==> src/rtl/uart_img_loader_if.sv <==
// UART RX FIFO read port and image RAM write port seen by the frame loader.
interface uart_img_loader_if #(
  parameter int ADDR_BITS = 13
);
  logic                 rx_empty;
  logic [7:0]           r_data;
  logic                 rd_uart;
  logic                 mem_we;
  logic [ADDR_BITS-1:0] mem_addr;
  logic [23:0]          mem_di;

  modport master (
    input  rx_empty, r_data,
    output rd_uart, mem_we, mem_addr, mem_di
  );

  modport slave (
    output rx_empty, r_data,
    input  rd_uart, mem_we, mem_addr, mem_di
  );
endinterface

==> src/rtl/uart_img_loader.sv <==
// Packs RX FIFO bytes into {R,G,B} pixels and writes one frame to image RAM.
// Optional inter-byte timeout: define LOADER_TIMEOUT_EN.
module uart_img_loader #(
  parameter int ADDR_BITS      = 13,
  parameter int PIXEL_COUNT    = 6767,
  parameter int TIMEOUT_CYCLES = 1000000
) (
  input  logic clk,
  input  logic reset,
  input  logic start,
  uart_img_loader_if.master bus,
  output logic busy,
  output logic done,
  output logic err
);

  localparam logic [ADDR_BITS-1:0] LAST = ADDR_BITS'(PIXEL_COUNT - 1);

  typedef enum logic [1:0] {IDLE, RECV, WRITE, DONE} state_t;

  state_t     state;
  logic [1:0] idx;
  logic       pop;

  assign pop         = reset && (state == RECV) && !bus.rx_empty;
  assign bus.rd_uart = pop;

`ifdef LOADER_TIMEOUT_EN
  localparam int TW = $clog2(TIMEOUT_CYCLES + 1);

  logic [TW-1:0] idle_cnt;
  logic          tmo;

  assign tmo = (state == RECV) && (idx != 2'd0) && bus.rx_empty &&
               (idle_cnt == TW'(TIMEOUT_CYCLES - 1));
`else
  logic unused_tmo;

  assign unused_tmo = ^TIMEOUT_CYCLES;
  assign err        = 1'b0;
`endif

  always_ff @(posedge clk) begin
    if (!reset) begin
      state        <= IDLE;
      idx          <= 2'd0;
      bus.mem_we   <= 1'b0;
      bus.mem_addr <= '0;
      bus.mem_di   <= '0;
      busy         <= 1'b0;
      done         <= 1'b0;
`ifdef LOADER_TIMEOUT_EN
      err          <= 1'b0;
      idle_cnt     <= '0;
`endif
    end else begin
      bus.mem_we <= 1'b0;
      unique case (state)
        IDLE, DONE: begin
          if (start) begin
            state        <= RECV;
            idx          <= 2'd0;
            bus.mem_addr <= '0;
            busy         <= 1'b1;
            done         <= 1'b0;
          end
        end
        RECV: begin
          if (pop) begin
            unique case (1'b1)
              idx == 2'd0: bus.mem_di[23:16] <= bus.r_data;
              idx == 2'd1: bus.mem_di[15:8]  <= bus.r_data;
              default:     bus.mem_di[7:0]   <= bus.r_data;
            endcase
            if (idx == 2'd2) begin
              idx        <= 2'd0;
              state      <= WRITE;
              bus.mem_we <= 1'b1;
            end else begin
              idx <= idx + 2'd1;
            end
          end
`ifdef LOADER_TIMEOUT_EN
          else if (tmo) begin
            idx <= 2'd0;
          end
`endif
        end
        WRITE: begin
          if (bus.mem_addr == LAST) begin
            state <= DONE;
            done  <= 1'b1;
            busy  <= 1'b0;
          end else begin
            bus.mem_addr <= bus.mem_addr + 1'b1;
            state        <= RECV;
          end
        end
        default: state <= IDLE;
      endcase
`ifdef LOADER_TIMEOUT_EN
      err <= tmo;
      // idle time only counts while a pixel is partially assembled
      if (pop || tmo || state != RECV || idx == 2'd0)
        idle_cnt <= '0;
      else
        idle_cnt <= idle_cnt + 1'b1;
`endif
    end
  end

endmodule

==> src/flat_wrapper.sv <==
// flat-port wrapper written by rule: the top's interface ports become plain ports
module uart_img_loader_flat 
#(
  parameter int ADDR_BITS      = 13,
  parameter int PIXEL_COUNT    = 6767,
  parameter int TIMEOUT_CYCLES = 1000000
)
  (clk, reset, start, busy, done, err, bus_rx_empty, bus_r_data, bus_rd_uart, bus_mem_we, bus_mem_addr, bus_mem_di);
  uart_img_loader_if #(.ADDR_BITS(ADDR_BITS)) bus_i ();
  input  logic clk;
  input  logic reset;
  input  logic start;
  output logic busy;
  output logic done;
  output logic err;
  input wire logic [$bits(bus_i.rx_empty)-1:0] bus_rx_empty;
  input wire logic [$bits(bus_i.r_data)-1:0] bus_r_data;
  output wire logic [$bits(bus_i.rd_uart)-1:0] bus_rd_uart;
  output wire logic [$bits(bus_i.mem_we)-1:0] bus_mem_we;
  output wire logic [$bits(bus_i.mem_addr)-1:0] bus_mem_addr;
  output wire logic [$bits(bus_i.mem_di)-1:0] bus_mem_di;
  assign bus_i.rx_empty = bus_rx_empty;
  assign bus_i.r_data = bus_r_data;
  assign bus_rd_uart = bus_i.rd_uart;
  assign bus_mem_we = bus_i.mem_we;
  assign bus_mem_addr = bus_i.mem_addr;
  assign bus_mem_di = bus_i.mem_di;
  uart_img_loader #(.ADDR_BITS(ADDR_BITS), .PIXEL_COUNT(PIXEL_COUNT), .TIMEOUT_CYCLES(TIMEOUT_CYCLES)) u_core (.clk(clk), .reset(reset), .start(start), .bus(bus_i), .busy(busy), .done(done), .err(err));
endmodule
==> config.mk <==
export PLATFORM = sky130hd
export DESIGN_NAME = uart_img_loader_flat
export DESIGN_NICKNAME = d
export VERILOG_FILES = /design/src/rtl/uart_img_loader_if.sv /design/src/rtl/uart_img_loader.sv /design/src/flat_wrapper.sv
export SDC_FILE = /design/constraint.sdc
export NUM_CORES = 1
export LEC_CHECK = 0
export ABC_AREA = 1
export BUFFER_PORTS_ARGS = -buffer_cell sky130_fd_sc_hd__clkbuf_2
export CAP_MARGIN = 0
export CORE_AREA = 4 4 64 77
export DETAILED_ROUTE_END_ITERATION = 12
export DIE_AREA = 0 0 68 81
export PLACE_DENSITY = 0.77
export SLEW_MARGIN = 15
export SYNTH_ARGS = -nofsm -noshare
export SYNTH_HDL_FRONTEND = slang
export SYNTH_SLANG_ARGS = --single-unit
==> constraint.sdc <==
create_clock -name clk -period 1.9 [get_ports clk]
set_input_delay 0.38 -clock clk [delete_from_list [all_inputs] [get_ports clk]]
set_output_delay 0.38 -clock clk [all_outputs]
set_load 0.02 [all_outputs]
Word level (Yosys, flattened, before mapping)
Cells that the tools add are included.
{"block": "classes", "shifts": 0, "n_bitwise": 1, "reduce_logical": 17, "order_cmp": 0, "div_mod_pow": 0, "n_eq_ne": 11, "mux": 19, "addsub": 2, "multipliers": 0}
{"cell": "$mux 13", "n": 2}
{"cell": "$pmux 13 s2", "n": 1}
{"cell": "$reduce_and 3->1", "n": 8}
{"cell": "$mux 2", "n": 7}
{"cell": "$add 13x1->13 const B", "n": 1}
{"cell": "$eq 13x13->1 const B", "n": 1}
{"cell": "$ne 2x2->1 const B", "n": 4}
{"cell": "$eq 2x2->1 const B", "n": 3}
{"cell": "$pmux 2 s3", "n": 1}
{"cell": "$mux 1", "n": 5}
{"cell": "$eq 2x1->1 const B", "n": 2}
{"cell": "$logic_not 2->1", "n": 2}
{"cell": "$pmux 1 s2", "n": 2}
{"cell": "$pmux 2 s2", "n": 1}
{"cell": "$reduce_bool 2->1", "n": 2}
{"cell": "$reduce_or 2->1", "n": 2}
{"cell": "$add 2x1->2 const B", "n": 1}
{"cell": "$logic_and 1x1->1", "n": 2}
{"cell": "$ne 2x1->1 const B", "n": 1}
{"cell": "$logic_not 1->1", "n": 1}
{"cell": "$not 1->1", "n": 1}
{"block": "word_totals", "latchBits": 0, "output_inout_bits": 42, "in_bits": 12, "elab_cells": 59, "ff_bits": 44, "mem_count": 0, "rom_bits": 0, "ramBits": 0}

Depth between registers and ports, before layout
Gate-level depths: netlist (run 1).
{"block": "logic_depth", "word_depth": 5, "ltp_mapped": 10}

Worst setup path before layout (run 1)
OpenSTA, ideal clock, no wires.
{"block": "synth_timing", "kind": "register -> register", "start": "register u_core.state[0]", "end": "register u_core.bus.mem_addr[5]", "required_time_ns": 1.790, "arrival_ns": 1.498, "setup_slack_ns": 0.292, "path_buffers": 1, "synth_period_minus_slack_ns": 1.608, "stages_incl_launch_ff": 10, "setup_time_ns": 0.110, "cell_sequence": "dfxtp_1 -> inv_1 -> ha_1 -> inv_1 -> nor2_1 -> a21oi_4 -> buf_4 -> nand4_1 -> nand2_1 -> nor2_1"}
{"block": "synth_via", "elab_chain_len": 4, "word_cells_on_any_way": 9}
{"element": "from (decl)", "line_no": "uart_img_loader.sv:21", "rtl": "state_t state;"}
{"element": "from (signal assigned)", "line_no": "uart_img_loader.sv:45", "rtl": "state <= IDLE;"}
{"element": "from (signal assigned)", "line_no": "uart_img_loader.sv:61", "rtl": "state <= RECV;"}
{"element": "from (signal assigned)", "line_no": "uart_img_loader.sv:77", "rtl": "state <= WRITE;"}
{"element": "$eq 2x2->1 / $logic_not 2->1 (equally long branches)", "line_no": "uart_img_loader.sv:58", "rtl": "unique case (state)"}
{"element": "$reduce_or 2->1", "line_no": "uart_img_loader.sv:58"}
{"element": "$ne 2x2->1 (no line) / $reduce_bool 2->1 (equally long branches)"}
{"element": "$reduce_and 3->1 (no line)"}
{"element": "to (signal assigned)", "line_no": "uart_img_loader.sv:95", "rtl": "bus.mem_addr <= bus.mem_addr + 1'b1;"}
{"element": "to (decl)", "line_no": "uart_img_loader_if.sv:14", "rtl": "output rd_uart, mem_we, mem_addr, mem_di"}
Several ways; a longest one is shown, not always the timed one.
A chain may end at the register's enable or synchronous reset.

Worst setup path after layout (run 1)
{"block": "layout_timing", "start": "register u_core.state[1]", "end": "output bus_rd_uart"}
{"block": "layout_via", "elab_chain_len": 3}
{"element": "$eq 2x1->1", "line_no": "uart_img_loader.sv:25", "rtl": "assign pop = reset && (state == RECV) && !bus.rx_empty;"}
{"element": "$logic_and 1x1->1 (2 in a row)", "line_no": "uart_img_loader.sv:25"}
{"element": "to (decl)", "line_no": "flat_wrapper.sv:18", "rtl": "output wire logic [$bits(bus_i.rd_uart)-1:0] bus_rd_uart;"}
No other way between the ends.

==> results.md, run 1 <==
- For the final database, setup skew stands at between 4 and 5 ps.
- The effective utilization at floorplan is 0.5101.
- In this run the register-to-register setup slack is approximately 150 ps.
- The number of failing hold endpoints at the final stage is 0.
- In the final design database the tool counted between 300 and 400 nets.
- The area of placed instances is 2504 sq um.
- The worst setup path is captured at an output pin.
- The via count of the first global-routing pass is a little over 2000.
- The total routing usage reported by global routing is 0.2062.
- In this run the vertical extent of the chip is ~80 um.
- After detailed routing, the number of vias per cell comes to roughly 5.0.
- Summed over all nets, the half-perimeter wirelength after detailed placement is between 3000 and 4000 um.
- The relative contribution of sequential cells to total power is 0.410.
- The critical path is of the reg2out type.
- Once layout is complete, the cells apart from fillers number 426.
- The required time of the worst setup path is around 1500 ps.
- The post-route clock period utilization is 0.9409.
- Summed over all failing endpoints, the final setup total negative slack is 0 ps.
- The sum of internal, switching and leakage power is 2.594 mW.
- The number of top-level pins is 54.
- In this run the critical register-to-register path is captured at u_core.bus.mem_addr[1].
- At the later pin of the worst-skew pair, clock insertion delay measures about 300 ps.
- The design area is ~2700 sq um.
- The floorplan step defined a die boundary enclosing 5508 sq um.
- Summed over all layers, the global routing overflow is 0.
- The register area share after synthesis is 0.4084.
- The total count of max-transition violations in the final report is 0.
- The mean instance size in the synthesized netlist is around 7 sq um.
- The combinational family with the most area after synthesis is simple AND/OR/NAND/NOR gates.
- For this run, the detailed router's first-pass iteration total came to 4.
- The post-synthesis cell area is about 2200 sq um.
- The total setup violations reported at the end of the flow is 0.
- After layout, the worst setup slack is about 110 ps.
- The number of buffers inserted during clock tree synthesis is 5.
- Across the VDD grid, the largest voltage drop is 0.4657 mV.
- The TritonCTS clock tree is built.
- The cell row count is 26.
- The fraction of final layout cells sized beyond drive strength 1 is 0.2486.
- Summed over all nets, the switching power comes to roughly 1000 uW.
- The flip-flop and latch count after synthesis is 44.
- Summed over all cells, the static leakage comes to 1.226 nW.
- CTS saw 44 sinks.
- In this run the critical register-to-register path is launched from u_core.state[0].
- The clock transition time at the flip-flop clock pins of the worst setup and hold paths is 90 ps.
- The dominant register cell in the synthesized netlist is dfxtp_1.
- The cell sitting at the root of the clock tree is a clkbuf_8.
- The number of hold buffers added after CTS is 0.
- In the final routed layout, each cell accounts on average for ~12 um.
- The peak clock frequency supported by timing is roughly 0.56 GHz.
- During placement, the flow inserted port buffers numbering 52.
- By area the synthesized netlist is led by dfxtp_1 41%, nand2_1 11%, nor2_1 9.9%, nand3_1 6.0%, o21ai_0 6.0%.
- Entering global routing, the biggest net connects 29 pins.
- The multiplexer area fraction after synthesis is 0.
- For this design the ratio of total power to cell area is a little under 1000 nW/um^2.
- The commonest cells after synthesis are 62 x nand2_1, 57 x nor2_1, 44 x dfxtp_1.
- The flow ran to the end, and the final reports show no timing, DRC or antenna violations.
- Of all nets on the critical path, the largest fanout is 10.
- The number of flops mapped to enable cells by yosys is 0.
- The critical path startpoint category is a flip-flop.
- The terminating pin of the worst hold path is u_core.bus.mem_di[19].
- The routed design could run at a clock period as short as 1788 ps.
- Summing over every cut layer, the via total after detailed routing is around 2200.
- Of the total power, the clock network draws 0.233.
- The number of synthesis warnings is 0.
- The detail route stage leaves a number of antenna-violating nets equal to 0.
- The relative area change from synthesis to final layout is 22.91%.
- The most used standard cell by instance count after synthesis is nand2_1.
- The initial antenna violation count is 0.
- After detailed routing, the number of remaining DRC violations is 0.
- The complex-gate fraction of the synthesized area is 0.1195.
- The total inserted antenna cells is 0.
- The maximum level of the CTS H-tree is 2.
- Of the total synthesized cell area, the portion taken by XOR and XNOR cells is 0.
- The detailed router finished its first iteration with ~130 violations.
- The maximum count of clock buffers along a single path is 2.
- The critical path data arrival time is between 1000 and 1500 ps.
- Of the total synthesized cell area, the portion taken by AND, OR, NAND and NOR gates is 0.3527.
- The worst hold path begins at bus_r_data[3].
- The floorplan step set the die width to approximately 70 um.
- OpenSTA, run right after detailed placement, puts the worst setup slack at ~150 ps.
- Synthesis instantiated 24 different standard cells from the library.
- Summed over all layers, the routed wires come to around 5000 um.
- The internal portion of the total power is roughly 1.6 mW.
- The tool flagged a number of max-cap violations equal to 0.
- The share of total power dissipated in combinational logic is 0.357.
- The number of nets produced by synthesis is 324.
- In this run the standard cell core region covers 4229 sq um.
- The depth of the most critical reg-to-reg path is 9.
- Setup repair after global routing left no endpoint under its margin.
- Counting the fill cells in the layout gives roughly 420.
- Of the total synthesized cell area, the portion taken by full adders, half adders and majority gates is 0.02900.
- The first-pass GRT wire length is between 8000 and 9000 um.
- The congestion estimate from routability-driven global placement came to approximately 0.88.
- After technology mapping, the gate count stands at ~310.
- The async set or reset register ratio after synthesis is 0.
- The synthesized design spends more area on one cell type than any other, namely dfxtp_1.
- Of the total power, the share spent switching nets is 0.3762.
- Of the post-synthesis cell area, the dominant cell type holds 0.4084.
- The worst hold path passes through 3 cells.
- In this run, placement finished with an instance count of approximately 420.
- The class of the tightest hold or removal check is in2reg.
[flip-flops by register name (all words and copies together) (netlist names)]
register	flops
u_core.state	2
u_core.bus.mem_we	1
u_core.done	1
u_core.bus.mem_addr	13
u_core.busy	1
u_core.bus.mem_di	24
u_core.idx	2
[cells in the final DEF (no fill, tap or decap), types with 2 or more instances in the layout]
cell,count
ha_1,4
nand2_2,2
nand3b_1,4
nand3_1,26
nand4_1,4
nand3_2,2
inv_1,31
nor2_1,56
clkbuf_8,5
nor2_4,4
nand2_1,62
inv_2,2
buf_4,10
nor2_2,2
a21oi_1,19
clkbuf_2,52
dfxtp_1,43
o21ai_0,26
[worst max path at each step]
stage	endpoint	start	depth (start not counted)	slack [ps]
final	bus_rd_uart	u_core.state[1]	5	110
after global routing	bus_rd_uart	u_core.state[1]	5	20
after CTS	bus_rd_uart	u_core.state[1]	5	40
after detailed placement	u_core.bus.mem_addr[0]	u_core.state[0]	9	150
after global placement	u_core.bus.mem_addr[1]	u_core.state[0]	8	210
after floorplan	u_core.bus.mem_addr[5]	u_core.state[0]	9	290
[critical path, stage by stage (launching register included)]
cell and delay (ps):
dfxtp_1 330, inv_1 110, ha_4 190, nand3_4 150, inv_4 140, clkbuf_2 190
[area by class of cell]
type                       instances  area (sq um)  share of cell area
multi-input combinational        220          1112              0.4195
sequential                        44         882.1              0.3327
timing repair buffer              64         366.6              0.1383
inverter                          34         130.1             0.04908
tap                               56         70.07             0.02643
clock buffer                       5         68.82             0.02596
clock inverter                     3         21.27            0.008023
[kinds of logic after synthesis]
logic type / Yosys count
AND/OR/NAND/NOR: 166
other: 1
buffers and inverters: 43
adder cells (fa/ha/maj): 5
AO/OA/AOI/OAI: 48
flip-flops: 44
[power by group through the flow]
stage | registers [mW] | logic (mW) | clock network, mW
2_1_floorplan | 1.13 | 0.542 | 0
3_3_place_gp | 1.07 | 0.806 | 0
3_5_place_dp | 1.08 | 0.820 | 0
4_1_cts | 1.06 | 0.837 | 0.622
5_1_grt | 1.08 | 1.05 | 0.656
6_report | 1.06 | 0.926 | 0.604
[metal layers]
metal,up-vias,part of all wire,global-route usage
met5,-,0,0
met4,0,0.022,0.08549
met3,10,0.064,0.04841
met2,64,0.50,0.3568
met1,974,0.42,0.2391
li1,1102,-,-
[timing repair]
| action | 4_1_cts | 5_1_grt |
|---|---|---|
| buffers inserted | 0 | 3 |
| gates resized for setup | 3 | 5 |
| pin swaps | 0 | 0 |
| endpoints found under the setup margin | 1 | 9 |
| endpoints found under the hold margin | 0 | 0 |
[stage by stage]
stage,hold WS [ps],util
final,340.5,0.6269
after detailed placement,455.5,0.5920
after global placement,440.9,0.5920
after global routing,357.0,0.6269
after floorplan,432.0,-
after CTS,332.7,0.6163
Power figures use the tool's default switching activity.
==> run 2, diff against run 1 <==
CORE_AREA = 4 4 67 82   (was 4 4 64 77)
DIE_AREA = 0 0 71 86   (was 0 0 68 81)
PLACE_DENSITY = 0.73   (was 0.77)
clock period = 1.6 ns   (was 1.9 ns; I/O delays follow)
==> results.md, run 2 (synthesis results as in run 1) <==
- The routed via count divided by cell count was 4.886 (-3.2%).
- The cell row count is 28 (+7.7%).
- The CTS sink count was 44 (unchanged).
- The capturing element type of the critical path is an output pin.
- Leaving out fill and tap cells, the most frequent cell in the layout is nand2_1.
- The relative area change from synthesis to final layout is 28.25%.
- The number of routed nets with antenna violations is 0 (unchanged).
- The tree is rooted in a clkbuf_8.
- The top cell types in the final layout, fill and taps aside, are 61 x nand2_1, 54 x nor2_1, 51 x clkbuf_2, 42 x dfxtp_1, 27 x inv_1.
- Static timing analysis puts the maximum clock frequency at between 0.6 and 0.7 GHz.
- The total inserted antenna cells came to 0 (unchanged).
- The first-pass iteration count of the detailed router was 4 (unchanged).
- The depth of the most critical reg-to-reg path is 8 (-1).
- The first-pass GRT wire length is 9087 um (+3.6%).
- Counting flops per register, the top entry is u_core.bus.mem_di.
- The final clock skew is 8.081 ps (+3.299 ps).
- The die width is 71 um (+4.4%).
- The final net count came to 393 (+1.8%).
- The utilization after layout came to 0.5806 (-0.04630).
- The maximum count of clock buffers along a single path is 2 (unchanged).
- The final critical-path required period is 1532 ps.
- The post-route DRC violation count is 0 (unchanged).
- The aggregate global routing overflow is 0 (unchanged).
- The placeable core region was 4765 sq um (+13%).
- The post-route worst setup slack came to 67.58 ps (-44.65 ps).
- The minimum setup slack after placement is 7.668 ps (-144.5 ps).
- The number of top-level pins is 54 (unchanged).
- The effective utilization at floorplan is 0.4527 (-0.05733).
- The class of the most critical setup path is reg2out.
- The average wire per standard cell was 12.31 um (+2.2%).
- The power density normalized to cell area is 1212 nW/um^2 (+24%).
- The initial antenna violation count is 0 (unchanged).
- The maximum level of the CTS H-tree is 2 (unchanged).
- The cell depth of the worst hold path is 3 (unchanged).
- The post-route clock period utilization is 0.9578.
- The number of hold buffers added after CTS is 0 (unchanged).
- The final wirelength came to 5378 um (+4.8%).
- The pin count of the biggest net entering global routing is 29 (unchanged).
- The weighted congestion reported at the end of routability-driven placement was 0.8494 (-3.6%).
- The flip-flop count of the largest register after layout was 24 (unchanged).
- The die footprint is 6106 sq um (+11%).
- The total count of max-transition violations in the final report is 0 (unchanged).
- The maximum fanout count along the critical path is 7 (-3).
- The critical path data arrival time came to 1210 ps (-200 ps).
- The count of buffers from port buffering is 52 (unchanged).
- The total routing usage reported by global routing is 0.1816 (-0.02461).
- TritonCTS built the clock tree.
- The routed via count is 2135 (-0.70%).
- The post-DP HPWL is 4046 um (+4.3%).
- The number of maximum-capacitance constraint violations is 0 (unchanged).
- The number of DRC markers in iteration 0 is 154 (+19%).
- The via count of the first global-routing pass was 2034 (+0.20%).
- The stage delay of the slowest cell on the critical path came to 330 ps (about the same).
- The clock transition time at the flip-flop clock pins of the worst setup and hold paths is 90 ps (about the same).
- The class of the tightest hold or removal check is in2reg.
- The maximum resistive drop on vdd is 0.7010 mV (+51%).
- The required time of the worst setup path came to 1280 ps (-240 ps).
- The number of buffers inserted during clock tree synthesis is 5 (unchanged).
- The clock latency on the worst-skew pair is 300 ps (about the same).
- The number of failing hold endpoints at the final stage is 0 (unchanged).
- The total setup violations reported at the end of the flow was 0 (unchanged).
- The flow ran to the end, and the final reports show no timing, DRC or antenna violations.
- The worst-path cell with the longest stage delay is dfxtp_2.
- The total leakage power was 1.264 nW (+3.1%).
- The critical path goes through buf_4, ha_4, nand3_4, inv_4, clkbuf_8.
- STA classifies the critical path startpoint as a flip-flop.
- The fraction of final layout cells sized beyond drive strength 1 is 0.2918 (+0.04313).
- In the final layout, the registers with the most flip-flops are u_core.bus.mem_di: 24 flops, u_core.bus.mem_addr: 13 flops.
- The die height is 86 um (+6.2%).
run 2: changes by cell type in the layout (fill, tap and decap cells not counted), moves of 2 or more:
cell / previous run / this run
buf_4: 10 / 17
ha_1: 4 / 2
inv_1: 31 / 27
inv_2: 2 / 6
nor2_1: 56 / 54
o21ai_0: 26 / 24
o21ai_1: 0 / 2
run 2: cell type report:
type	count	area, sq um
Fill cell	469	1998
Multi-Input combinational cell	220	1144
Sequential cell	44	883.3
Timing Repair Buffer	71	419.2
Inverter	34	130.1
Tap cell	60	75.07
Clock buffer	5	68.82
Clock inverter	3	46.29
run 2: path summary, 6_finish.rpt:
kind | from | to | slack [ps]
setup / recovery | u_core.state[0] | bus_rd_uart | 70
hold / removal | bus_r_data[2] | u_core.bus.mem_di[18] | 280
setup reg to reg | u_core.bus.mem_addr[1] | u_core.bus.mem_addr[7] | 100
hold reg to reg | u_core.done | u_core.done | 460
run 2: what timing repair did:
item / in CTS / in global routing
endpoints found under the setup margin: 3 / 33
buffers inserted: 1 / 0
gates resized for setup: 7 / 18
pin swaps: 1 / 0
run 2: where the power goes:
group	switching, mW	internal, mW
logic	0.730	0.482
clock network	0.420	0.471
registers	0.0608	1.19
run 2: metal layers:
layer	share of wire	track usage	wire length (um)
met3	0.075	0.05393	402
met5	0	0	0
met4	0.017	0.06496	92
met1	0.42	0.2108	2245
met2	0.49	0.3148	2638
run 2: critical path, delay by kind of cell, from the launching register on:
kind / cells / cell delay [ps]
buffers and inverters: 3 / 360
flip-flops: 1 / 330
adder cells (fa/ha/maj): 1 / 150
AND/OR/NAND/NOR: 1 / 80
run 2: stage by stage:
stage                TNS, ps  hold WS, ps  std cells  power, mW  area (sq um)
floorplan                  0        432.0        307      1.999          2161
global placement           0        437.4        428      2.329          2564
detailed placement         0        446.1        428      2.353          2564
CTS                        0        271.9        437      3.285          2720
global route        -0.06561        302.8        437      3.579          2766
finish                     0        284.2        437      3.354          2766
==> run 3, diff against run 2 <==
REMOVE_ABC_BUFFERS = 1   (was not set)
==> results.md, run 3 (synthesis results as in run 1) <==
- The flow ran to the end, and the final reports show no timing, DRC or antenna violations.
- The placeable core region is 4765 sq um (unchanged).
- The TritonCTS clock tree is built.
- The class of the tightest hold or removal check is in2reg.
- The tree is rooted in a clkbuf_8.
- The final total negative setup slack is 0 ps (unchanged).
- The die footprint came to 6106 sq um (unchanged).
- The total leakage power is 1.267 nW (+0.21%).
- The number of top-level pins was 54 (unchanged).
- The power density normalized to cell area is 1173 nW/um^2 (-3.2%).
- The die height is 86 um (unchanged).
- The clock transition time at the flip-flop clock pins of the worst setup and hold paths came to 90 ps (about the same).
- The post-route clock period utilization is 0.9516 (-0.006172).
- The final wirelength was 5321 um (-1.1%).
- The worst setup path is captured at an output pin.
- The flip-flop count of the largest register after layout was 24 (unchanged).
- The average wire per standard cell is 12.15 um (-1.3%).
- The post-route DRC violation count was 0 (unchanged).
- The register name with the most flops is u_core.bus.mem_di.
- The total count of max-transition violations in the final report is 0 (unchanged).
- The routed via count was 2168 (+1.5%).
- The filler-free cell count of the finished design was 438 (+0.23%).
- The cell row count was 28 (unchanged).
- The stage delay of the slowest cell on the critical path is 330 ps (about the same).
- The most frequent standard cell in the layout excluding fill and tap cells is nand2_1.
- The first-pass GRT wire length is 9218 um (+1.4%).
- The number of placed cells counting well taps is 429 (+0.23%).
- The initial antenna violation count is 0 (unchanged).
- The maximum fanout count along the critical path is 5 (-2).
- The pin count of the biggest net entering global routing is 18 (-38%).
- The number of DRC markers in iteration 0 is 169 (+9.7%).
- The count of buffers from port buffering was 52 (unchanged).
- The worst setup path is of the reg2out kind.
- The required time of the worst setup path is 1280 ps (about the same).
- The maximum resistive drop on vdd is 0.6039 mV (-14%).
- The number of maximum-capacitance constraint violations is 0 (unchanged).
- The total inserted antenna cells is 0 (unchanged).
- The die width is 71 um (unchanged).
- The final clock skew is 5.568 ps (-2.513 ps).
- The effective utilization at floorplan is 0.4527 (unchanged).
- The critical path data arrival time is 1200 ps (about the same).
- The aggregate global routing overflow is 0 (unchanged).
- The CTS sink count is 44 (unchanged).
- The relative area change from synthesis to final layout is 27.44%.
- The total setup violations reported at the end of the flow came to 0 (unchanged).
- The weighted congestion reported at the end of routability-driven placement is 0.8800 (+3.6%).
- The total routing usage reported by global routing is 0.1859 (+0.004291).
- The number of routed nets with antenna violations is 0 (unchanged).
- The clock latency on the worst-skew pair was 290 ps (about the same).
- The routed via count divided by cell count is 4.950 (+1.3%).
- The maximum level of the CTS H-tree was 2 (unchanged).
- The first-pass iteration count of the detailed router is 4 (unchanged).
- The worst setup path is launched from a flip-flop.
- The dominant cell type by count on the critical path is buf_4.
- The final critical-path required period is 1523 ps (-9.875 ps).
- The number of buffers inserted during clock tree synthesis is 5 (unchanged).
- The post-DP HPWL is 4008 um (-0.94%).
- The final hold slack is 283.0 ps (-1.167 ps).
- The utilization after layout is 0.5769 (-0.003677).
- The fraction of final layout cells sized beyond drive strength 1 was 0.2910 (-0.0007719).
- The number of failing hold endpoints at the final stage is 0 (unchanged).
- The via count of the first global-routing pass came to 2086 (+2.6%).
- The worst-path cell with the longest stage delay is dfxtp_2.
- The maximum count of clock buffers along a single path is 2 (unchanged).
- The top cell types in the final layout, fill and taps aside, are 61 x nand2_1, 53 x nor2_1, 51 x clkbuf_2, 41 x dfxtp_1, 28 x inv_1.
- Traced cell by cell, the critical path runs through buf_4, ha_4, nand3_4, inv_4, buf_4.
- The peak clock frequency supported by timing is 0.6568 GHz (+0.65%).
- The largest registers in the layout are u_core.bus.mem_di: 24 flops, u_core.bus.mem_addr: 13 flops.
- The final net count is 394 (+0.25%).
run 3: cell types whose count changed in the layout (fill, tap and decap cells not counted), sizes merged:
cell	before	now
buf	19	21
bufinv	1	0
clkinv	0	1
clkinvlp	1	0
run 3: final cells by class:
type	instances	area, sq um
fillers	488	2016
clock inverters	2	13.76
flip-flops and latches	44	884.6
well taps	60	75.07
inverters	34	132.6
clock buffers	6	82.58
multi-input cells	220	1140
repair buffers	72	420.4
run 3: layer usage:
layer	part of all wire	up-vias	routed length [um]	track usage
li1	-	1118	-	-
met1	0.43	976	2292	0.2277
met2	0.48	64	2547	0.3198
met3	0.066	10	350	0.04689
met4	0.025	0	131	0.05470
met5	0	-	0	0
run 3: repair_timing:
action,in CTS,in global routing
hold buffers,0,0
gates resized for setup,5,18
pin swaps,1,2
endpoints found under the setup margin,4,19
setup buffers,1,0
run 3: per-stage QoR:
stage	setup WS [ps]	instance area, sq um	power, mW
final	77.45	2749	3.225
after global routing	-3.985	2749	3.486
after global placement	37.12	2571	2.348
after floorplan	-139.7	2093	1.940
after detailed placement	-8.351	2571	2.366
after CTS	-21.50	2700	3.150
run 3: path summary, 6_finish.rpt:
check	startpoint	to	slack, ps	depth (start not counted)
worst max register to register	u_core.bus.mem_addr[1]	u_core.bus.mem_addr[12]	130	8
worst min register to register	u_core.done	u_core.done	460	2
worst max-delay path	u_core.state[0]	bus_rd_uart	80	5
worst min-delay path	bus_r_data[2]	u_core.bus.mem_di[18]	280	3
run 3: worst max-delay path: cells and delay by family (launching register included):
kind,cells,cell delay (ps)
buf+inv,3,340
flops,1,330
fa+ha+maj,1,170
simple gates,1,70
run 3: where the power goes:
part           internal (mW)  total (mW)  switching, mW
logic                  0.496        1.21          0.717
clock network          0.354       0.750          0.397
registers               1.19        1.26         0.0698
